===== config.mk =====
export PLATFORM = sky130hd
export DESIGN_NAME = mux4_rr_arbiter
export DESIGN_NICKNAME = d
export VERILOG_FILES = /design/src/rtl/mux4_rr_arbiter_pkg.sv /design/src/rtl/mux4_rr_arbiter_mux.sv /design/src/rtl/mux4_rr_arbiter.sv
export SDC_FILE = /design/constraint.sdc
export NUM_CORES = 1
export LEC_CHECK = 0
export ABC_CLOCK_PERIOD_IN_PS = 5200
export CAP_MARGIN = 10
export CORE_MARGIN = 2
export CORE_UTILIZATION = 52
export CTS_CLUSTER_SIZE = 28
export DETAILED_ROUTE_END_ITERATION = 16
export GPL_TIMING_DRIVEN = 0
export PLACE_DENSITY = 0.82
export SYNTH_ARGS = -nofsm -noshare
export SYNTH_HDL_FRONTEND = slang
export SYNTH_SLANG_ARGS = --single-unit

===== constraint.sdc =====
create_clock -name clk -period 5.2 [get_ports clk]
set_input_delay 0.52 -clock clk [delete_from_list [all_inputs] [get_ports clk]]
set_output_delay 0.52 -clock clk [all_outputs]
set_load 0.02 [all_outputs]

===== src/rtl/mux4_rr_arbiter_pkg.sv =====
// Shared definitions for the round-robin mux arbiter: FSM encoding, requester count
// and the rotating-priority pick used both from IDLE and on owner release.
package arb_pkg;

    typedef enum logic {
        IDLE  = 1'b0,
        GRANT = 1'b1
    } state_t;

    localparam int REQ_W = 4;

    typedef struct packed {
        logic       found;
        logic [1:0] idx;
    } pick_t;

    // Scan last+1, last+2, ... (mod 4); the final step wraps back onto last itself.
    function automatic pick_t rr_pick(input logic [REQ_W-1:0] req, input logic [1:0] last);
        pick_t      p;
        logic [1:0] idx;
        p = '0;
        for (int k = 1; k <= REQ_W; k++) begin
            idx = last + 2'(k);
            if (!p.found && req[idx]) begin
                p.found = 1'b1;
                p.idx   = idx;
            end
        end
        return p;
    endfunction

    function automatic logic [REQ_W-1:0] onehot4(input logic [1:0] idx);
        return 4'b0001 << idx;
    endfunction

endpackage


===== src/rtl/mux4_rr_arbiter_mux.sv =====
// Plain combinational N-bit 4:1 multiplexer; s selects a1..a4 as 0..3.
module mux4x1_nbit #(
    parameter int N = 4
) (
    input  logic [N-1:0] a1,
    input  logic [N-1:0] a2,
    input  logic [N-1:0] a3,
    input  logic [N-1:0] a4,
    input  logic [1:0]   s,
    output logic [N-1:0] f
);

    always_comb begin
        f = a1;
        case (s)
            2'd0: f = a1;
            2'd1: f = a2;
            2'd2: f = a3;
            2'd3: f = a4;
            default: f = a1;
        endcase
    end

endmodule


===== src/rtl/mux4_rr_arbiter.sv =====
// Round-robin owner of a shared 4:1 mux: one-hot grant, burst-limited ownership,
// registered output word tagged with the requester that produced it.
module mux4_rr_arbiter
    import arb_pkg::*;
#(
    parameter int N         = 4,
    parameter int MAX_BURST = 8
) (
    input  logic         clk,
    input  logic         rst_n,
    input  logic [3:0]   req,
    input  logic [N-1:0] d0,
    input  logic [N-1:0] d1,
    input  logic [N-1:0] d2,
    input  logic [N-1:0] d3,
    output logic [3:0]   gnt,
    output logic [1:0]   sel,
    output logic [N-1:0] dout,
    output logic         dout_valid,
    output logic [1:0]   dout_src
);

    localparam int              CNT_W    = $clog2(MAX_BURST + 1);
    localparam logic [CNT_W-1:0] CNT_LAST = CNT_W'(MAX_BURST - 1);

    state_t           state;
    logic [CNT_W-1:0] cnt;
    logic [1:0]       last;
    logic [N-1:0]     mux_f;
    logic             xfer;
    logic             release_now;
    pick_t            pick_idle;
    pick_t            pick_owner;

    mux4x1_nbit #(.N(N)) u_mux (
        .a1(d0),
        .a2(d1),
        .a3(d2),
        .a4(d3),
        .s (sel),
        .f (mux_f)
    );

    // Handshake: the owner transfers in every cycle it holds req while granted;
    // dout_valid is high for exactly one cycle per transferred word, with no backpressure.
    assign xfer        = (state == GRANT) && gnt[sel] && req[sel];
    assign release_now = (state == GRANT) && (!req[sel] || (xfer && cnt == CNT_LAST));
    assign pick_idle   = rr_pick(req, last);
    assign pick_owner  = rr_pick(req, sel);

    always_ff @(posedge clk or negedge rst_n) begin
        if (!rst_n) begin
            state      <= IDLE;
            gnt        <= '0;
            sel        <= '0;
            cnt        <= '0;
            last       <= 2'd3;
            dout       <= '0;
            dout_valid <= 1'b0;
            dout_src   <= '0;
        end else begin
            case (state)
                IDLE: begin
                    dout_valid <= 1'b0;
                    if (pick_idle.found) begin
                        gnt   <= onehot4(pick_idle.idx);
                        sel   <= pick_idle.idx;
                        cnt   <= '0;
                        state <= GRANT;
                    end
                end
                GRANT: begin
                    if (xfer) begin
                        dout       <= mux_f;
                        dout_src   <= sel;
                        dout_valid <= 1'b1;
                        cnt        <= cnt + 1'b1;
                    end else begin
                        dout_valid <= 1'b0;
                    end
                    if (release_now) begin
                        last <= sel;
                        cnt  <= '0;
                        // A lone owner at its burst limit passes through IDLE, so its
                        // re-grant shows a one-cycle gap instead of an endless burst.
                        if (pick_owner.found && pick_owner.idx != sel) begin
                            gnt <= onehot4(pick_owner.idx);
                            sel <= pick_owner.idx;
                        end else begin
                            gnt   <= '0;
                            state <= IDLE;
                        end
                    end
                end
                default: state <= IDLE;
            endcase
        end
    end

endmodule


==> results.tsv, run 1 <==
stage	metric	value	unit
floorplanning	I/O pin count	35	
synth	mux cell area share after synthesis	12.79	%
floorplanning	die area	3080	um^2
layout	layout cells sized above 1	13.48	%
layout	Reg area	503.0	um^2
synth	Adder-Cell Fraction of Synth Area	4.537	%
sta	achievable clock frequency	0.3732	GHz
cts	hold_buf cts	0	
setup_path	CP Max Fanout	10	
placement	Buffers on Ports	34	
setup_path	Critical Path RT	5.40	ns
placement	Final Wtd Congestion	0.8891	
outcome	status	finished clean	
setup_path	Slowest-stage cell, CP	ha_1	
floorplanning	Initial Util	55.16	%
layout	Area growth syn-to-layout	30.04	%
power	Leakage	0.7839	nW
routing	vias	1302	
sta	Setup TNS Final	0	ns
sta	Finish-stage setup viols	0	
cts	Max H-tree Level	1	
layout	Fillers	196	
synth	top cells by count, synth	dfrtp_1, o21ai_0, nor2_1	
routing	vias per cell	6.260	
synth	largest family of logic cells by synthesized area	compound AO/OA/AOI/OAI gates	
power	VDD IR max	385.5	uV
routing	Final ANT Viol Nets	0	
layout	Core Util, Final	71.72	%
synth	Net Count, Synth	167	
synth	Post-synth top flop	dfrtp_1	
sta	Fin. Hold Viols	0	
floorplanning	die width	55.50	um
cts	clock-pin slew on the worst setup and hold paths	0.11	ns
sta	clk_skew	0.003973	ns
synth	syn avg cell area	9.849	um^2
layout	post-route cell area	1793	um^2
cts	clock sinks	20	
global_routing	initial antenna violation count	0	
cts	Setup Fix Bufs, Post-CTS	0	
sta	max-slew violations	0	
cts	CTS resizes	0	
floorplanning	Core ar.	2500	um^2
global_routing	largest net degree at the start of global routing	21	
power	power density cells	605.5	nW/um^2
sta	ratio of final minimum period to clock period	51.52	%
job	max-cap violations	0	
layout	nets	206	
synth	xor-xnor portion of the synthesized cell area	1.906	%
routing	drt total wl	3.450	mm
synth	leading area contributor after synthesis	dfrtp_1	
setup_path	CP delay by family, top	buffers and inverters	
global_routing	Total Routing Usage GR	23.36	%
layout	area occupied by multi-input gates	792.0	um^2
cts	Num CTS Buffers	3	
synth	Distinct cells, synth	48	
synth	sequential share of the synthesized area	36.48	%
setup_path	CP Cell Sequence	buf_6 -> buf_2 -> inv_1 -> ha_1 -> mux4_2 -> nor3_2 -> nor4_1 -> a221o_1	
cts	clk root buf	clkbuf_4	
cts	Clock Tree Buf Depth	2	
floorplanning	row cnt	18	
synth	Synth area leaders	dfrtp_1, mux4_2, o21ai_0, ha_1, dfstp_2	
synth	Cell Area, Synth	1379	um^2
hold_path	hold crit path type	flip-flop to flip-flop	
placement	area post-placement	1757	um^2
routing	DR iter-0 viols	39	
global_routing	vias in the first global route	1223	
synth	ys async rst share	100.0	%
global_routing	grt ovf	0	
synth	cell with the most instances after synthesis	dfrtp_1	
synth	Synth Area in Simple Gates	17.24	%
cts	TritonCTS clock tree	done	
synth	number of synthesis warnings	0	
sta	minimum clock period	2.679	ns
global_routing	global-route wire length before repair	5.761	mm
sta	Slew Limit Headroom	41.72	%
placement	dpl hpwl	2.598	mm
setup_path	crit-path max cell delay	0.45	ns
synth	#FFs+latches synth	20	
setup_path	CP endpoint kind	flip-flop	
routing	routed len/inst	16.59	um
synth	post-synth top area share	32.67	%
setup_path	CP startpoint kind	flip-flop	
setup_path	Worst Path Arrival	2.88	ns
synth	EDFF count, synth	0	
setup_path	CP Buf/Inv Count	3	
sta	Worst Tran Pin Value	0.8715	ns
routing	drt first pass iters	4	
layout	number of diodes	0	
setup_path	critical path type	flip-flop to flip-flop	
synth	Synth Instances	140	
routing	Post-route DRC	0	
cts	clock latency on the worst-skew pair	0.31	ns
sta	RSZ-0062 raised after global routing	no	
synth	compound-cell area share of the yosys netlist	20.96	%
floorplanning	Die Span Y	55.50	um
[final timing paths]
path | start | end | slack, ns | depth (start not counted)
setup / recovery | sel[0] | gnt[0] | 2.52 | 8
hold / removal | dout_src[0] | dout_src[0] | 0.49 | 2
setup reg to reg | sel[0] | gnt[0] | 2.52 | 8
hold reg to reg | dout_src[0] | dout_src[0] | 0.49 | 2
max in group asynchronous | rst_n | cnt[1] | 3.97 | 1
min in group asynchronous | rst_n | sel[0] | 0.70 | 1
[through the flow]
stage                power, W  cells  worst slack [ns]  hold slack (ns)
finish               0.001086    208             2.521           0.4905
global route         0.001160    208             2.347           0.5194
CTS                  0.001081    208             2.543           0.4946
detailed placement  0.0009890    204             2.435           0.4690
global placement    0.0009627    204             2.490           0.4635
floorplan           0.0007755    140             2.769           0.2244
[cells by family (layout without fill, tap and decap cells)]
logic type	after synthesis	count (layout)
multiplexers	11	11
flip-flops	20	20
AND/OR/NAND/NOR	43	43
buffers and inverters	17	55
AO/OA/AOI/OAI	41	41
adder cells (fa/ha/maj)	5	5
XOR/XNOR	3	3
[state kept, by name (all words and copies together), names as in the netlist]
signal      flops
cnt             4
gnt             4
dout            4
dout_src        2
dout_valid      1
state           1
sel             2
last            2
[report_power, final]
group	total, W	switching (W)	internal (W)
clock network	0.0000917	0.0000489	0.0000428
registers	0.000274	0.0000510	0.000223
logic	0.000720	0.000380	0.000340
total	0.00109	0.000480	0.000605
[worst register-to-register path, cell delays in order, from the launching register on]
cell and delay, ns:
dfrtp_1 0.44, buf_6 0.16, buf_2 0.22, inv_1 0.14
ha_1 0.45, mux4_2 0.36, nor3_2 0.35, nor4_1 0.11
a221o_1 0.34
[cells in the final DEF, fill, tap and decap left out, types with 3 or more instances in the layout]
master	count
a21oi_1	7
nor2_1	11
inv_1	6
clkdlybuf4s50_1	34
clkbuf_4	3
mux4_2	5
mux2_2	3
clkbuf_1	6
mux2i_1	3
a222oi_1	4
dfrtp_1	18
nand2_1	10
nand3_1	3
ha_1	5
o21ai_0	13
[cell type report]
class                   count  share of cell area, %
flip-flops and latches     20                  28.05
multi-input cells         103                  44.17
clock buffers               4                  2.024
inverters                   6                  1.256
repair buffers             34                  18.98
plain buffers              11                  3.419
well taps                  30                  2.094
[per-layer routing]
metal  wire length (um)  global-route usage [%]  vias up
li1                   -                       -      602
met1               1443                   29.94      622
met2               1682                   38.78       73
met3                291                   5.855        5
met4                 31                   7.317        0
met5                  0                       0        -
(Power assumes the default switching activity.)
==> run 2: changes to the inputs <==
- ABC_CLOCK_PERIOD_IN_PS: 5200 -> 2500
- CORE_UTILIZATION: 52 -> 49
- PLACE_DENSITY: 0.82 -> 0.78
- clock period: 5.2 -> 2.5 ns (I/O delays scaled with it)
==> run 2 against run 1 <==
  * First-iteration DRC count grew to 3.2 times the previous value
  * Final area grew 2.0%
  * Highest routed layer unchanged
  * Sequential power rose by 100%
  * Power increased by 110%
  * Via count increased by 0.38%
  * Wire length is 0.23% higher
  * Critical path type unchanged
  * Worst hold slack lost 0.066 ns
==> results.tsv, run 2 (synthesis gave the netlist of run 1 again) <==
stage	metric	value	unit
outcome	status	finished clean	
power	P_int	0.001293	W
floorplanning	Initial Util	50.88	%
setup_path	crit-path max cell delay	0.59	ns
sta	minimum clock period	2.374	ns
global_routing	initial antenna violation count	0	
sta	RSZ-0062 raised after global routing	no	
routing	DR iter-0 viols	125	
setup_path	Critical Path RT	2.69	ns
routing	drt total wl	3.458	mm
routing	drt first pass iters	4	
setup_path	CP delay by family, top	compound AO/OA/AOI/OAI gates	
routing	Final ANT Viol Nets	0	
floorplanning	I/O pin count	35	
routing	vias	1307	
setup_path	CP Max Fanout	10	
sta	achievable clock frequency	0.4213	GHz
cts	Max H-tree Level	1	
layout	Regs by FF count	cnt x4, dout x4, gnt x4	
layout	layout cells sized above 1	15.00	%
sta	hold_ws	0.4249	ns
setup_path	Worst path most repeated cell	buf_6	
layout	nets	208	
cts	clock latency on the worst-skew pair	0.31	ns
sta	clk_skew	0.01051	ns
global_routing	Total Routing Usage GR	23.04	%
routing	routed len/inst	16.39	um
layout	Area growth syn-to-layout	32.58	%
sta	Finish-stage setup viols	0	
setup_path	Reg2Reg Depth	8	
cts	clock sinks	20	
placement	Inst Count DP	205	
sta	Fin. Hold Viols	0	
cts	Num CTS Buffers	3	
power	power density cells	1265	nW/um^2
setup_path	Critical Path Stages	8	
power	Comb pwr share	69.1	%
setup_path	worst r2r dst	gnt[0]	
power	sequential power share	24.0	%
layout	final non-filler cell total	211	
setup_path	CP endpoint	gnt[0]	
placement	dpl hpwl	2.593	mm
setup_path	CP startpoint kind	flip-flop	
setup_path	Worst Path Arrival	2.56	ns
setup_path	CP Buf/Inv Count	3	
setup_path	Slowest-stage cell, CP	a221oi_1	
layout	most frequent cells in the layout	clkdlybuf4s50_1, dfrtp_1, o21ai_0	
power	VDD IR max	846.0	uV
power	Net Switching	0.001019	W
floorplanning	die width	57.05	um
setup_path	Worst R2R Start	sel[0]	
power	Net Sw Frac	44.09	%
routing	Post-route DRC	0	
setup_path	CP endpoint kind	flip-flop	
job	max-cap violations	0	
setup_path	critical path type	flip-flop to flip-flop	
layout	Fillers	222	
floorplanning	row cnt	19	
placement	Final Wtd Congestion	0.8564	
sta	ratio of final minimum period to clock period	94.94	%
sta	Worst Tran Pin Value	0.8734	ns
floorplanning	Die Span Y	57.05	um
cts	TritonCTS clock tree	done	
setup_path	CP Cell Sequence	buf_6 -> buf_6 -> clkinvlp_4 -> ha_4 -> a211oi_1 -> a221oi_1 -> nor4_1 -> a221o_1	
routing	vias per cell	6.194	
cts	clock-pin slew on the worst setup and hold paths	0.11	ns
power	Clock power frac	6.8	%
global_routing	grt ovf	0	
power	Tot Pwr	0.002312	W
placement	Buffers on Ports	34	
floorplanning	Core ar.	2710	um^2
sta	Slew Limit Headroom	41.59	%
global_routing	largest net degree at the start of global routing	21	
layout	number of diodes	0	
cts	clk root buf	clkbuf_4	
sta	max-slew violations	0	
layout	most common cell after layout, fill and taps aside	clkdlybuf4s50_1	
setup_path	flop2flop setup slack	0.13	ns
global_routing	global-route wire length before repair	5.996	mm
cts	Clock Tree Buf Depth	2	
hold_path	hold crit path type	input port to async pin	
setup_path	crit path from	sel[0]	
global_routing	vias in the first global route	1343	
power	Leakage	0.7875	nW
floorplanning	die area	3254	um^2
## run 2: power by group through the flow
| stage | Clock (W) | Sequential (W) | Combinational [W] |
|---|---|---|---|
| 2_1_floorplan | 0 | 0.000658 | 0.000955 |
| 6_report | 0.000158 | 0.000555 | 0.00160 |
| 3_3_place_gp | 0 | 0.000555 | 0.00145 |
| 4_1_cts | 0.000162 | 0.000556 | 0.00154 |
| 3_5_place_dp | 0 | 0.000567 | 0.00149 |
| 5_1_grt | 0.000182 | 0.000572 | 0.00176 |
## run 2: through the flow
stage                     cell area [um^2]  util [%]  setup TNS [ns]  worst slack (ns)
final                                 1828     67.45               0            0.1264
after global routing                  1828     67.45               0          0.003206
after CTS                             1803     66.53               0           0.05537
after detailed placement              1758     64.87         -0.1361          -0.08592
after global placement                1758     64.87        -0.09233          -0.06848
after floorplan                       1379         -               0           0.06852
## run 2: layer usage
| layer | global-route usage, % | part of all wire [%] | vias up |
|---|---|---|---|
| met1 | 29.65 | 40 | 624 |
| met3 | 7.256 | 8.8 | 8 |
| met4 | 7.973 | 2.2 | 0 |
| met2 | 36.95 | 49 | 65 |
| met5 | 0 | 0 | - |
| li1 | - | - | 610 |
## run 2: repair_timing
item / in CTS / in global routing
pin swaps: 0 / 1
endpoints found under the setup margin: 3 / 3
setup buffers: 1 / 1
hold buffers: 0 / 0
resized for setup: 3 / 3
## run 2: how the worst min path moves through the flow
stage	end	slack [ns]	depth (start not counted)
global route	dout[2]	0.51	1
CTS	dout[2]	0.46	1
detailed placement	dout[2]	0.47	2
floorplan	cnt[0]	-0.05	0
finish	dout[2]	0.42	1
global placement	dout[3]	0.46	2
## run 2: layout make-up
type / count / area, um^2 / area share [%]
plain buffers: 11 / 67.56 / 3.696
repair buffers: 36 / 355.3 / 19.44
well taps: 31 / 38.79 / 2.122
multi-input cells: 103 / 810.8 / 44.35
clock buffers: 4 / 26.28 / 1.437
flip-flops and latches: 20 / 503.0 / 27.52
inverters: 6 / 26.28 / 1.437
